===== src/rtl/counter_limit_pkg.sv =====
// Shared mode encoding for the multi-channel limit counter.
package counter_limit_pkg;

  typedef enum logic [1:0] {
    MODE_WRAP    = 2'b00,
    MODE_SAT     = 2'b01,
    MODE_ONESHOT = 2'b10,
    MODE_RSVD    = 2'b11
  } mode_e;

  // The reserved encoding runs as WRAP so a stray mode value still counts.
  function automatic mode_e map_mode(input logic [1:0] raw);
    return (raw == MODE_RSVD) ? MODE_WRAP : mode_e'(raw);
  endfunction

endpackage


===== src/rtl/counter_limit_ch.sv =====
// One limit-counter channel: count register, terminal detection, one-shot
// halt, registered wrap pulse and sticky overflow.
module counter_limit_ch
  import counter_limit_pkg::*;
#(
  parameter int WIDTH = 8
) (
  input  logic             clk,
  input  logic             rst,
  input  logic             enable,
  input  logic             clear,
  input  logic             load,
  input  logic [WIDTH-1:0] load_value,
  input  logic             up,
  input  logic [WIDTH-1:0] limit,
  input  logic [1:0]       mode,
  input  logic             ovf_clear,
  output logic [WIDTH-1:0] q,
  output logic             at_term,
  output logic             pre_term,
  output logic             wrap_pulse,
  output logic             sticky_ovf,
  output logic             done
);

  function automatic logic [WIDTH-1:0] clamp_to_limit(input logic [WIDTH-1:0] value,
                                                      input logic [WIDTH-1:0] lim);
    return (value > lim) ? lim : value;
  endfunction

  mode_e            mode_eff;
  logic             halted;
  logic             term_event;
  logic             done_next;
  logic [WIDTH-1:0] q_next;

  assign mode_eff = map_mode(mode);
  assign halted   = (mode_eff == MODE_ONESHOT) && done;

  // Up-count uses >= so a limit lowered below q is still seen as terminal.
  always_comb begin
    at_term  = up ? (q >= limit) : (q == '0);
    pre_term = 1'b0;
    if (limit != '0) begin
      pre_term = up ? (q == limit - WIDTH'(1)) : (q == WIDTH'(1));
    end
  end

  always_comb begin
    q_next     = q;
    done_next  = done;
    term_event = 1'b0;
    if (clear) begin
      q_next    = '0;
      done_next = 1'b0;
    end else if (load) begin
      q_next    = clamp_to_limit(load_value, limit);
      done_next = 1'b0;
    end else if (enable && !halted) begin
      if (at_term) begin
        case (mode_eff)
          MODE_SAT: q_next = up ? limit : '0;
          MODE_ONESHOT: begin
            done_next  = 1'b1;
            term_event = 1'b1;
          end
          default: begin
            q_next     = up ? '0 : limit;
            term_event = 1'b1;
          end
        endcase
      end else begin
        q_next = up ? q + WIDTH'(1) : q - WIDTH'(1);
      end
    end
  end

  // Register stage: all state updates on the clock edge.
  always_ff @(posedge clk or posedge rst) begin
    if (rst) begin
      q          <= '0;
      done       <= 1'b0;
      wrap_pulse <= 1'b0;
      sticky_ovf <= 1'b0;
    end else begin
      q          <= q_next;
      done       <= done_next;
      wrap_pulse <= term_event;
      sticky_ovf <= term_event | (sticky_ovf & ~ovf_clear);
    end
  end

endmodule


===== src/rtl/counter_limit_nch.sv =====
// NUM_CH independent limit counters sharing one clock and reset; the top only
// slices the packed per-channel buses.
module counter_limit_nch
  import counter_limit_pkg::*;
#(
  parameter int WIDTH  = 8,
  parameter int NUM_CH = 2
) (
  input  logic                    clk,
  input  logic                    rst,
  input  logic [NUM_CH-1:0]       enable,
  input  logic [NUM_CH-1:0]       clear,
  input  logic [NUM_CH-1:0]       load,
  input  logic [NUM_CH*WIDTH-1:0] load_value,
  input  logic [NUM_CH-1:0]       up,
  input  logic [NUM_CH*WIDTH-1:0] limit,
  input  logic [NUM_CH*2-1:0]     mode,
  input  logic [NUM_CH-1:0]       ovf_clear,
  output logic [NUM_CH*WIDTH-1:0] Q,
  output logic [NUM_CH-1:0]       at_term,
  output logic [NUM_CH-1:0]       pre_term,
  output logic [NUM_CH-1:0]       wrap_pulse,
  output logic [NUM_CH-1:0]       sticky_ovf,
  output logic [NUM_CH-1:0]       done
);

  for (genvar i = 0; i < NUM_CH; i++) begin : g_ch
    counter_limit_ch #(
      .WIDTH(WIDTH)
    ) u_ch (
      .clk       (clk),
      .rst       (rst),
      .enable    (enable[i]),
      .clear     (clear[i]),
      .load      (load[i]),
      .load_value(load_value[i*WIDTH +: WIDTH]),
      .up        (up[i]),
      .limit     (limit[i*WIDTH +: WIDTH]),
      .mode      (mode[2*i +: 2]),
      .ovf_clear (ovf_clear[i]),
      .q         (Q[i*WIDTH +: WIDTH]),
      .at_term   (at_term[i]),
      .pre_term  (pre_term[i]),
      .wrap_pulse(wrap_pulse[i]),
      .sticky_ovf(sticky_ovf[i]),
      .done      (done[i])
    );
  end

endmodule


===== config.mk =====
export PLATFORM = sky130hd
export DESIGN_NAME = counter_limit_nch
export DESIGN_NICKNAME = d
export VERILOG_FILES = /design/src/rtl/counter_limit_pkg.sv /design/src/rtl/counter_limit_ch.sv /design/src/rtl/counter_limit_nch.sv
export SDC_FILE = /design/constraint.sdc
export NUM_CORES = 1
export LEC_CHECK = 0
export ABC_AREA = 1
export CAP_MARGIN = 20
export CORE_MARGIN = 10
export CORE_UTILIZATION = 58
export DETAILED_ROUTE_END_ITERATION = 10
export PLACE_DENSITY = 0.9
export RECOVER_POWER = 100
export SLEW_MARGIN = 20
export SYNTH_ARGS = -nofsm -noshare
export SYNTH_HDL_FRONTEND = slang
export SYNTH_SLANG_ARGS = --single-unit

===== constraint.sdc =====
create_clock -name clk -period 5.1 [get_ports clk]
set_clock_uncertainty 0.2 [all_clocks]
set_input_delay 0.51 -clock clk [delete_from_list [all_inputs] [get_ports clk]]
set_output_delay 0.51 -clock clk [all_outputs]
set_load 0.01 [all_outputs]

## Word level (Yosys, flattened, before mapping)

Cells that the tools add are included.

| cells by class | value |
|---|---|
| $add $sub $neg | 6 |
| order comparisons | 4 |
| equality and inequality tests | 12 |
| mux-type cells | 46 |
| bitwise operators | 6 |
| reductions and logical operators | 20 |

Operators with widths:

| operator | count |
|---|---|
| $mux 8 | 16 |
| $pmux 8 s2 | 2 |
| $sub 8x1->8 const B | 4 |
| $mux 1 | 26 |
| $reduce_bool 3->1 | 6 |
| $add 8x1->8 const B | 2 |
| $eq 8x1->1 const B | 2 |
| $eq 8x8->1 | 2 |
| $ge 8x8->1 | 2 |
| $gt 8x8->1 | 2 |
| $logic_not 8->1 | 2 |
| $reduce_bool 8->1 | 2 |
| $eq 2x2->1 const B | 4 |
| $ne 4x4->1 const B | 2 |
| $reduce_and 3->1 | 2 |
| $eq 2x1->1 const B | 2 |
| $logic_and 1x1->1 | 4 |
| $mux 2 | 2 |
| $reduce_and 2->1 | 2 |
| $and 1x1->1 | 2 |
| $logic_not 1->1 | 2 |
| $not 1->1 | 2 |
| $or 1x1->1 | 2 |

| word-level totals | value |
|---|---|
| bits in registers | 22 |
| input port bits | 48 |
| output and inout bits | 26 |
| logic and storage cells | 102 |

## Logic depth before layout (Yosys ltp)

Gate-level depths: netlist of run 1.

| logic depth | value |
|---|---|
| depth in word-level cells | 10 |
| mapped depth | 16 |
| gate-level depth less buffers | 16 |

## By module

Synthesis of run 1 repeated with hierarchy kept, for this count alone.

| second synthesis, totals | value |
|---|---|
| cells, all modules | 624 |
| area total of the unflattened synthesis | 3,789.9 sq um |

By module, submodules not included:

| module | instances | cells an instance | area each (sq um) | sequential area each (sq um) |
|---|---|---|---|---|
| counter_limit_ch at g_ch[0].u_ch | 1 | 315 | 1,896.8 | 275.3 |
| counter_limit_ch at g_ch[1].u_ch | 1 | 309 | 1,893.1 | 275.3 |

## Worst setup path before layout of run 1

Ideal clock, no wire load.

| timing path | value |
|---|---|
| path type | input -> output |
| from | in limit[9] |
| to | out pre_term[1] |
| data arrival time | 1.649 ns |
| required time | 4.390 ns |
| path slack | 2.741 ns |
| stages on the path | 10 |
| path buffers | 1 |
| cell sequence | inv_1 -> ha_1 -> xnor2_1 -> nor2_1 -> o21ai_0 -> nand3b_1 -> nor2_1 -> nand2_1 -> a21oi_1 -> buf_4 |

| on the way | value |
|---|---|
| longest elaborated chain between the ends | 4 |
| elaborated cells between the ends (all ways) | 5 |
| those cells by class | add/sub (1); eq/ne (1); mux (2); reduce/logical (1) |

RTL lines:

| what | RTL line | RTL |
|---|---|---|
| from (decl) | counter_limit_nch.sv:16 | `input logic [NUM_CH*WIDTH-1:0] limit,` |
| $sub 8x1->8 | counter_limit_ch.sv:45 | `pre_term = up ? (q == limit - WIDTH'(1)) : (q == WIDTH'(1));` |
| $eq 8x8->1 | counter_limit_ch.sv:45 |  |
| $mux 1 | counter_limit_ch.sv:45 |  |
| $mux 1 * | counter_limit_ch.sv:44 | `if (limit != '0) begin` |
| to (decl) | counter_limit_nch.sv:21 | `output logic [NUM_CH-1:0] pre_term,` |

Every way passes the cells marked *; elsewhere a longest branch is shown, timed or not.

## Worst setup path after layout of run 1

| timing path | value |
|---|---|
| from | in limit[0] |
| to | out at_term[0] |

| on the way | value |
|---|---|
| longest elaborated chain between the ends | 2 |

RTL lines:

| what | RTL line | RTL |
|---|---|---|
| $ge 8x8->1 | counter_limit_ch.sv:42 | `at_term = up ? (q >= limit) : (q == '0);` |
| $mux 1 | counter_limit_ch.sv:42 |  |
| to (decl) | counter_limit_nch.sv:20 | `output logic [NUM_CH-1:0] at_term,` |

Every way passes these cells.

==> results of run 1 <==
[worst register-to-register path: cells and delay by family (launching register included)]
family	cells	cell delay, ns
simple gates	10	1.14
flops	1	0.48
buf+inv	1	0.17
fa+ha+maj	1	0.37
compound gates	1	0.19
[registers in the layout, summed over array words and instances (netlist names)]
register              cells
g_ch.u_ch.done            2
g_ch.u_ch.sticky_ovf      2
g_ch.u_ch.q              16
g_ch.u_ch.wrap_pulse      2
[final timing paths]
path / from / to / slack [ns] / cells after the start
worst max-delay path: limit[0] / at_term[0] / 1.14 / 13
worst min-delay path: g_ch[0].u_ch.done$_DFFE_PP0P_ / g_ch[0].u_ch.done$_DFFE_PP0P_ / 0.34 / 2
worst min register to register: g_ch[0].u_ch.done$_DFFE_PP0P_ / g_ch[0].u_ch.done$_DFFE_PP0P_ / 0.34 / 2
min in group asynchronous: rst / g_ch[1].u_ch.q[6]$_DFFE_PP0P_ / 0.65 / 2
worst max register to register: g_ch[1].u_ch.q[0]$_DFFE_PP0P_ / g_ch[1].u_ch.q[5]$_DFFE_PP0P_ / 2.47 / 13
max in group asynchronous: rst / g_ch[1].u_ch.q[3]$_DFFE_PP0P_ / 3.53 / 2
[cells in the final DEF (no fill, tap or decap), types with 4 or more instances in the layout]
cell	n
a21oi_1	18
clkdlybuf4s50_1	43
dfrtp_1	22
dlygate4sd3_1	30
ha_1	42
inv_1	79
inv_2	4
nand2_1	195
nand3_1	74
nand3b_1	14
nand4_1	10
nor2_1	54
o21ai_0	17
xnor2_1	13
xor2_1	14
[per-layer routing]
layer | wire length (µm) | vias to the layer above | global-route usage
met2 | 5010 | 197 | 0.341
met1 | 5190 | 1821 | 0.305
met5 | 0 | - | 0
met4 | 185 | 0 | 0.0554
met3 | 1210 | 19 | 0.0576
li1 | - | 2060 | -
[synth_stat cells, drive strengths merged]
| cell type | instances | area share |
|---|---|---|
| nand2 | 200 | 0.21 |
| inv | 85 | 0.086 |
| nand3 | 77 | 0.11 |
| nor2 | 60 | 0.068 |
| ha | 42 | 0.14 |
| buf | 22 | 0.047 |
| dfrtp | 22 | 0.15 |
| o21ai | 19 | 0.033 |
| a21oi | 18 | 0.024 |
| nand3b | 14 | 0.028 |
| xor2 | 14 | 0.033 |
| xnor2 | 13 | 0.030 |
| nand4 | 12 | 0.023 |
| clkbuf | 3 | 0.0030 |
| nor3 | 3 | 0.0040 |
| a21boi | 2 | 0.0040 |
| o211ai | 2 | 0.0040 |
| o22ai | 2 | 0.0033 |
| a21o | 1 | 0.0020 |
| o21a | 1 | 0.0020 |
| o21bai | 1 | 0.0020 |
| or2 | 1 | 0.0017 |
[power by group]
group / internal [mW] / switching, mW / total, mW
registers: 0.192 / 0.0548 / 0.246
clock network: 0.0528 / 0.0583 / 0.111
logic: 0.201 / 0.282 / 0.483
total: 0.445 / 0.395 / 0.840
[stage by stage]
step / hold slack, ns / total power [mW]
2_1_floorplan: 0.299 / 0.577
3_3_place_gp: 0.325 / 0.726
3_5_place_dp: 0.333 / 0.738
4_1_cts: 0.346 / 0.851
5_1_grt: 0.383 / 0.910
6_report: 0.342 / 0.840
[layout make-up]
cell class,instances,area [µm²],area share
clock buffer,3,41.3,0.00934
tap,77,96.3,0.0218
inverter,85,324,0.0733
timing repair buffer,73,731,0.165
sequential,22,551,0.125
multi-input combinational,482,2680,0.606
[cells by family (layout without fill, tap and decap cells)]
kind of cell               Yosys count  count (layout)  share of synthesized area
and+or+nand+nor                    367             367                      0.440
buffers and inverters              110             161                      0.136
AOI/OAI and AO/OA                   46              46                     0.0746
adders and majority gates           42              42                      0.140
xor gates and xnor gates            27              27                     0.0629
DFF                                 22              22                      0.146
==> impl_metrics.json, run 1 <==
{
  "timing_max_transition_violations_final": 0,
  "cts.sink_count": 22,
  "port_buffers": 73,
  "detailedPlace.worstSlack_ns": 1.46,
  "core-area_mm2": 0.00631,
  "route.detailed.wl_per_inst_um": 15.6,
  "share_of_post_route_cells_with_drive_strength_above_1": 0.0421,
  "final_antenna_net_count": 0,
  "clock.fmax_mhz": 253,
  "clock_tree.buffer_depth": 2,
  "grt_usage": 0.223,
  "cts.hold.buffers_added": 0,
  "grt_pass1_wl_mm": 18.8,
  "drt-total-wl_mm": 11.6,
  "pwr_density_cell_mw_per_mm2": 190,
  "synth.distinct_cells": 35,
  "dpl-instance-area_mm2": 0.00440,
  "drc": 0,
  "post_cts.resized_instances": 0,
  "report.final.hold_viol_count": 0,
  "synth_seq_area_share": 0.146,
  "drt-initial-drc-count": 309,
  "critPathTopFamily": "buffers and inverters",
  "nature_of_the_critical_path_endpoint": "output pin",
  "path_max_fanout": 11,
  "post-route-util": 0.700,
  "clockRootBuffer": "clkbuf_8",
  "timing.hold.worst.class": "flip-flop to flip-flop",
  "tightestPinTransition_ns": 0.849,
  "clkSlewWorstSetupHoldPaths_ns": 0.08,
  "die_w_um": 101,
  "layout_min_cycle_time_ns": 3.96,
  "critical_path_class": "input pin to output pin",
  "floorplan.initialDensity": 0.595,
  "arrival_ns": 3.25,
  "detailedPlacementHpwl_mm": 9.64,
  "first_global_vias": 3870,
  "floorplan.rows": 29,
  "min_period_over_period": 0.776,
  "ir_worst_vdd_mv": 0.121,
  "worst-path-buf-inv": 4,
  "tritoncts.num_buffers": 3,
  "unrepaired_setup_endpoints_after_global_routing": "false",
  "cp-start-kind": "input pin",
  "timing.critical_path.slowest_stage_cell": "dlygate4sd3_1",
  "yosys_warnings": 0,
  "critical-path-top-cell-by-count": "nand2_1",
  "p_leak_nw": 2.40,
  "fin_ws_ns": 1.14,
  "clk-insertion-delay-late_ns": 0.26,
  "postCtsSetupRepairBufs": 0,
  "floorplan.io_pins": 74,
  "tritoncts": "built",
  "drv.max_cap_violation_count": 0,
  "antenna_violations_before_repair": 0,
  "route.vias.total": 4097,
  "cell_area_after_technology_mapping_mm2": 0.00376,
  "placed_cells_incl_taps": 739,
  "ys_ff_latch": 22,
  "floorplan.die_area_mm2": 0.0101,
  "via_per_inst": 5.52,
  "place_congestion": 1.02,
  "overflow": 0,
  "layout-area-overhead-vs-synth_pct": 17.6,
  "slowest_delay_ns": 0.67,
  "die_h_um": 101,
  "synthesis.instances": 614,
  "maximum_number_of_pins_on_one_net_before_global_route_repair": 23,
  "htree_num_levels": 1,
  "outcome": "finished, final reports clean",
  "dr.pass1.iters": 6,
  "slew_headroom": 0.433,
  "setup_viol": 0,
  "setup_total_negative_slack_ns": 0,
  "postLayoutCellArea_mm2": 0.00442,
  "nets": 757,
  "antennaDiodeCount": 0,
  "postSynthAreaPerCell_um2": 6.12,
  "fillerInstances": 560,
  "finalNonFillerCells": 742,
  "critPathRequiredTime_ns": 4.39,
  "cp_cell_sequence": "dlygate4sd3_1 -> ha_1 -> inv_1 -> nand2_1 -> nand2_1 -> nand2_1 -> nand2_1 -> nand2_1 -> nand2_1 -> nand2_1 -> nand2_1 -> inv_2 -> dlygate4sd3_1",
  "synth_fp_nets": 704
}
Note: power is estimated with default switching activity, not from simulation.
==> run 2: changes to the inputs <==
Settings changed: CORE_UTILIZATION 58 to 54, PLACE_DENSITY 0.9 to 0.85.
Clock period 5.1 ns to 3.8 ns, I/O delays scaled along.
==> impl_metrics.json, run 2 (synthesis results as in run 1) <==
{
  "largest_register_ffs": 16,
  "placed_cells_incl_taps": 760,
  "die_h_um": 103,
  "final_antenna_net_count": 0,
  "maximum_number_of_pins_on_one_net_before_global_route_repair": 23,
  "dr.pass1.iters": 5,
  "timing.hold.worst_path_depth": 2,
  "layout-area-overhead-vs-synth_pct": 19.6,
  "clk-insertion-delay-late_ns": 0.26,
  "min_period_over_period": 0.901,
  "critical_path_class": "input pin to output pin",
  "clockRootBuffer": "clkbuf_8",
  "nets": 759,
  "first_global_vias": 4021,
  "grt_busiest_layer": "met2",
  "die_w_um": 103,
  "timing_max_transition_violations_final": 0,
  "timing.hold.worst.class": "flip-flop to flip-flop",
  "unrepaired_setup_endpoints_after_global_routing": "false",
  "outcome": "finished, final reports clean",
  "htree_num_levels": 1,
  "floorplan.io_pins": 74,
  "timing.critical_path.slowest_stage_cell": "dlygate4sd3_1",
  "clkSlewWorstSetupHoldPaths_ns": 0.08,
  "antenna_violations_before_repair": 0,
  "setup_viol": 0,
  "place_congestion": 0.962,
  "cts.sink_count": 22,
  "dpl-instance-area_mm2": 0.00444,
  "floorplan.rows": 30,
  "clock.fmax_mhz": 292,
  "arrival_ns": 2.84,
  "nature_of_the_critical_path_endpoint": "output pin",
  "grt_usage": 0.209,
  "cp-start-kind": "input pin",
  "floorplan.initialDensity": 0.553,
  "critPathTopFamily": "buffers and inverters",
  "pwr_density_cell_mw_per_mm2": 265,
  "core-area_mm2": 0.00679,
  "tritoncts.num_buffers": 3,
  "totalPowerFinal_mw": 1.19,
  "port_buffers": 73,
  "drc": 0,
  "critPathRequiredTime_ns": 3.22,
  "route.vias.total": 4120,
  "drt-initial-drc-count": 264,
  "overflow": 0,
  "detailedPlacementHpwl_mm": 9.23,
  "tritoncts": "built",
  "worst-path-stages": 10,
  "globalRouteMet1Util": 0.238,
  "drv.max_cap_violation_count": 0,
  "fillerInstances": 623,
  "cp_cell_sequence": "dlygate4sd3_1 -> inv_1 -> ha_1 -> nand2_1 -> nor2_1 -> nor2_1 -> nand2_2 -> nand2_1 -> clkinv_1 -> clkdlybuf4s50_1",
  "clock_tree.buffer_depth": 2,
  "globalRouteMet2Util": 0.381,
  "postCtsSetupRepairBufs": 0,
  "r2r.worst_path.cells": 13,
  "p_leak_nw": 2.42,
  "via_per_inst": 5.39,
  "ir_worst_vdd_mv": 0.154,
  "worst-path-buf-inv": 4,
  "layout_min_cycle_time_ns": 3.42,
  "grt_pass1_wl_mm": 18.2,
  "slowest_delay_ns": 0.63,
  "route.detailed.wl_per_inst_um": 14.7,
  "drt-total-wl_mm": 11.3,
  "post_cts.resized_instances": 0,
  "floorplan.die_area_mm2": 0.0107,
  "setup_total_negative_slack_ns": 0,
  "antennaDiodeCount": 0,
  "tightestPinTransition_ns": 0.859,
  "postLayoutCellArea_mm2": 0.00449,
  "slew_headroom": 0.427,
  "path_max_fanout": 11,
  "layout.cells.most_common": "nand2_1",
  "regMostFlops": "g_ch.u_ch.q",
  "finalNonFillerCells": 764,
  "layout_common_cells": "nand2_1, inv_1, nand3_1",
  "report.final.hold_viol_count": 0,
  "cts.hold.buffers_added": 0,
  "global_route.usage.met3": 0.0259,
  "share_of_post_route_cells_with_drive_strength_above_1": 0.0479
}
==> run 2: cell count changes in the layout (fill, tap and decap cells not counted) <==
cell / previous run / this run
inv_2: 4 / 3
nand2_2: 3 / 5
bufinv_16: 0 / 1
clkinv_1: 0 / 1
nand2_1: 195 / 193
buf_4: 0 / 2
dlygate4sd3_1: 30 / 27
clkdlybuf4s50_1: 43 / 46
==> run 2: stage by stage <==
stage / setup WS [ns] / hold slack, ns / util
2_1_floorplan: 1.57 / 0.169 / -
3_3_place_gp: 0.484 / 0.328 / 0.653
6_report: 0.377 / 0.329 / 0.662
5_1_grt: 0.241 / 0.354 / 0.662
4_1_cts: 0.491 / 0.341 / 0.663
3_5_place_dp: 0.500 / 0.329 / 0.653
==> run 2: layout make-up <==
type	count	area, µm²	area share
Multi-Input combinational cell	482	2680	0.597
Sequential cell	22	551	0.122
Timing Repair Buffer	75	746	0.166
Clock buffer	3	41.3	0.00919
Inverter	85	324	0.0721
Tap cell	96	120	0.0267
Clock inverter	1	30.0	0.00668
==> run 2: final timing paths <==
path | start | end | slack [ns]
setup / recovery | limit[15] | at_term[1] | 0.38
hold reg to reg | g_ch[1].u_ch.done$_DFFE_PP0P_ | g_ch[1].u_ch.done$_DFFE_PP0P_ | 0.33
setup reg to reg | g_ch[1].u_ch.q[3]$_DFFE_PP0P_ | g_ch[1].u_ch.q[0]$_DFFE_PP0P_ | 1.31
max in group asynchronous | rst | g_ch[1].u_ch.done$_DFFE_PP0P_ | 2.34
hold / removal | g_ch[1].u_ch.done$_DFFE_PP0P_ | g_ch[1].u_ch.done$_DFFE_PP0P_ | 0.33
min in group asynchronous | rst | g_ch[0].u_ch.wrap_pulse$_DFF_PP0_ | 0.52
==> run 2: power by group <==
part	internal, mW	switching [mW]	leakage (nW)
logic	0.273	0.371	2.09
registers	0.257	0.0730	0.291
clock network	0.141	0.0783	0.0357
total	0.671	0.522	2.42
==> run 2: layer usage <==
metal	vias to the layer above	wire length, µm
met5	-	0
li1	2057	-
met4	0	397
met3	46	823
met1	1838	4620
met2	179	5410
==> run 2: tightest hold or removal path: stages, from the launching register on <==
cell      delay, ns
dfrtp_1        0.37
inv_1          0.06
a21boi_1       0.06
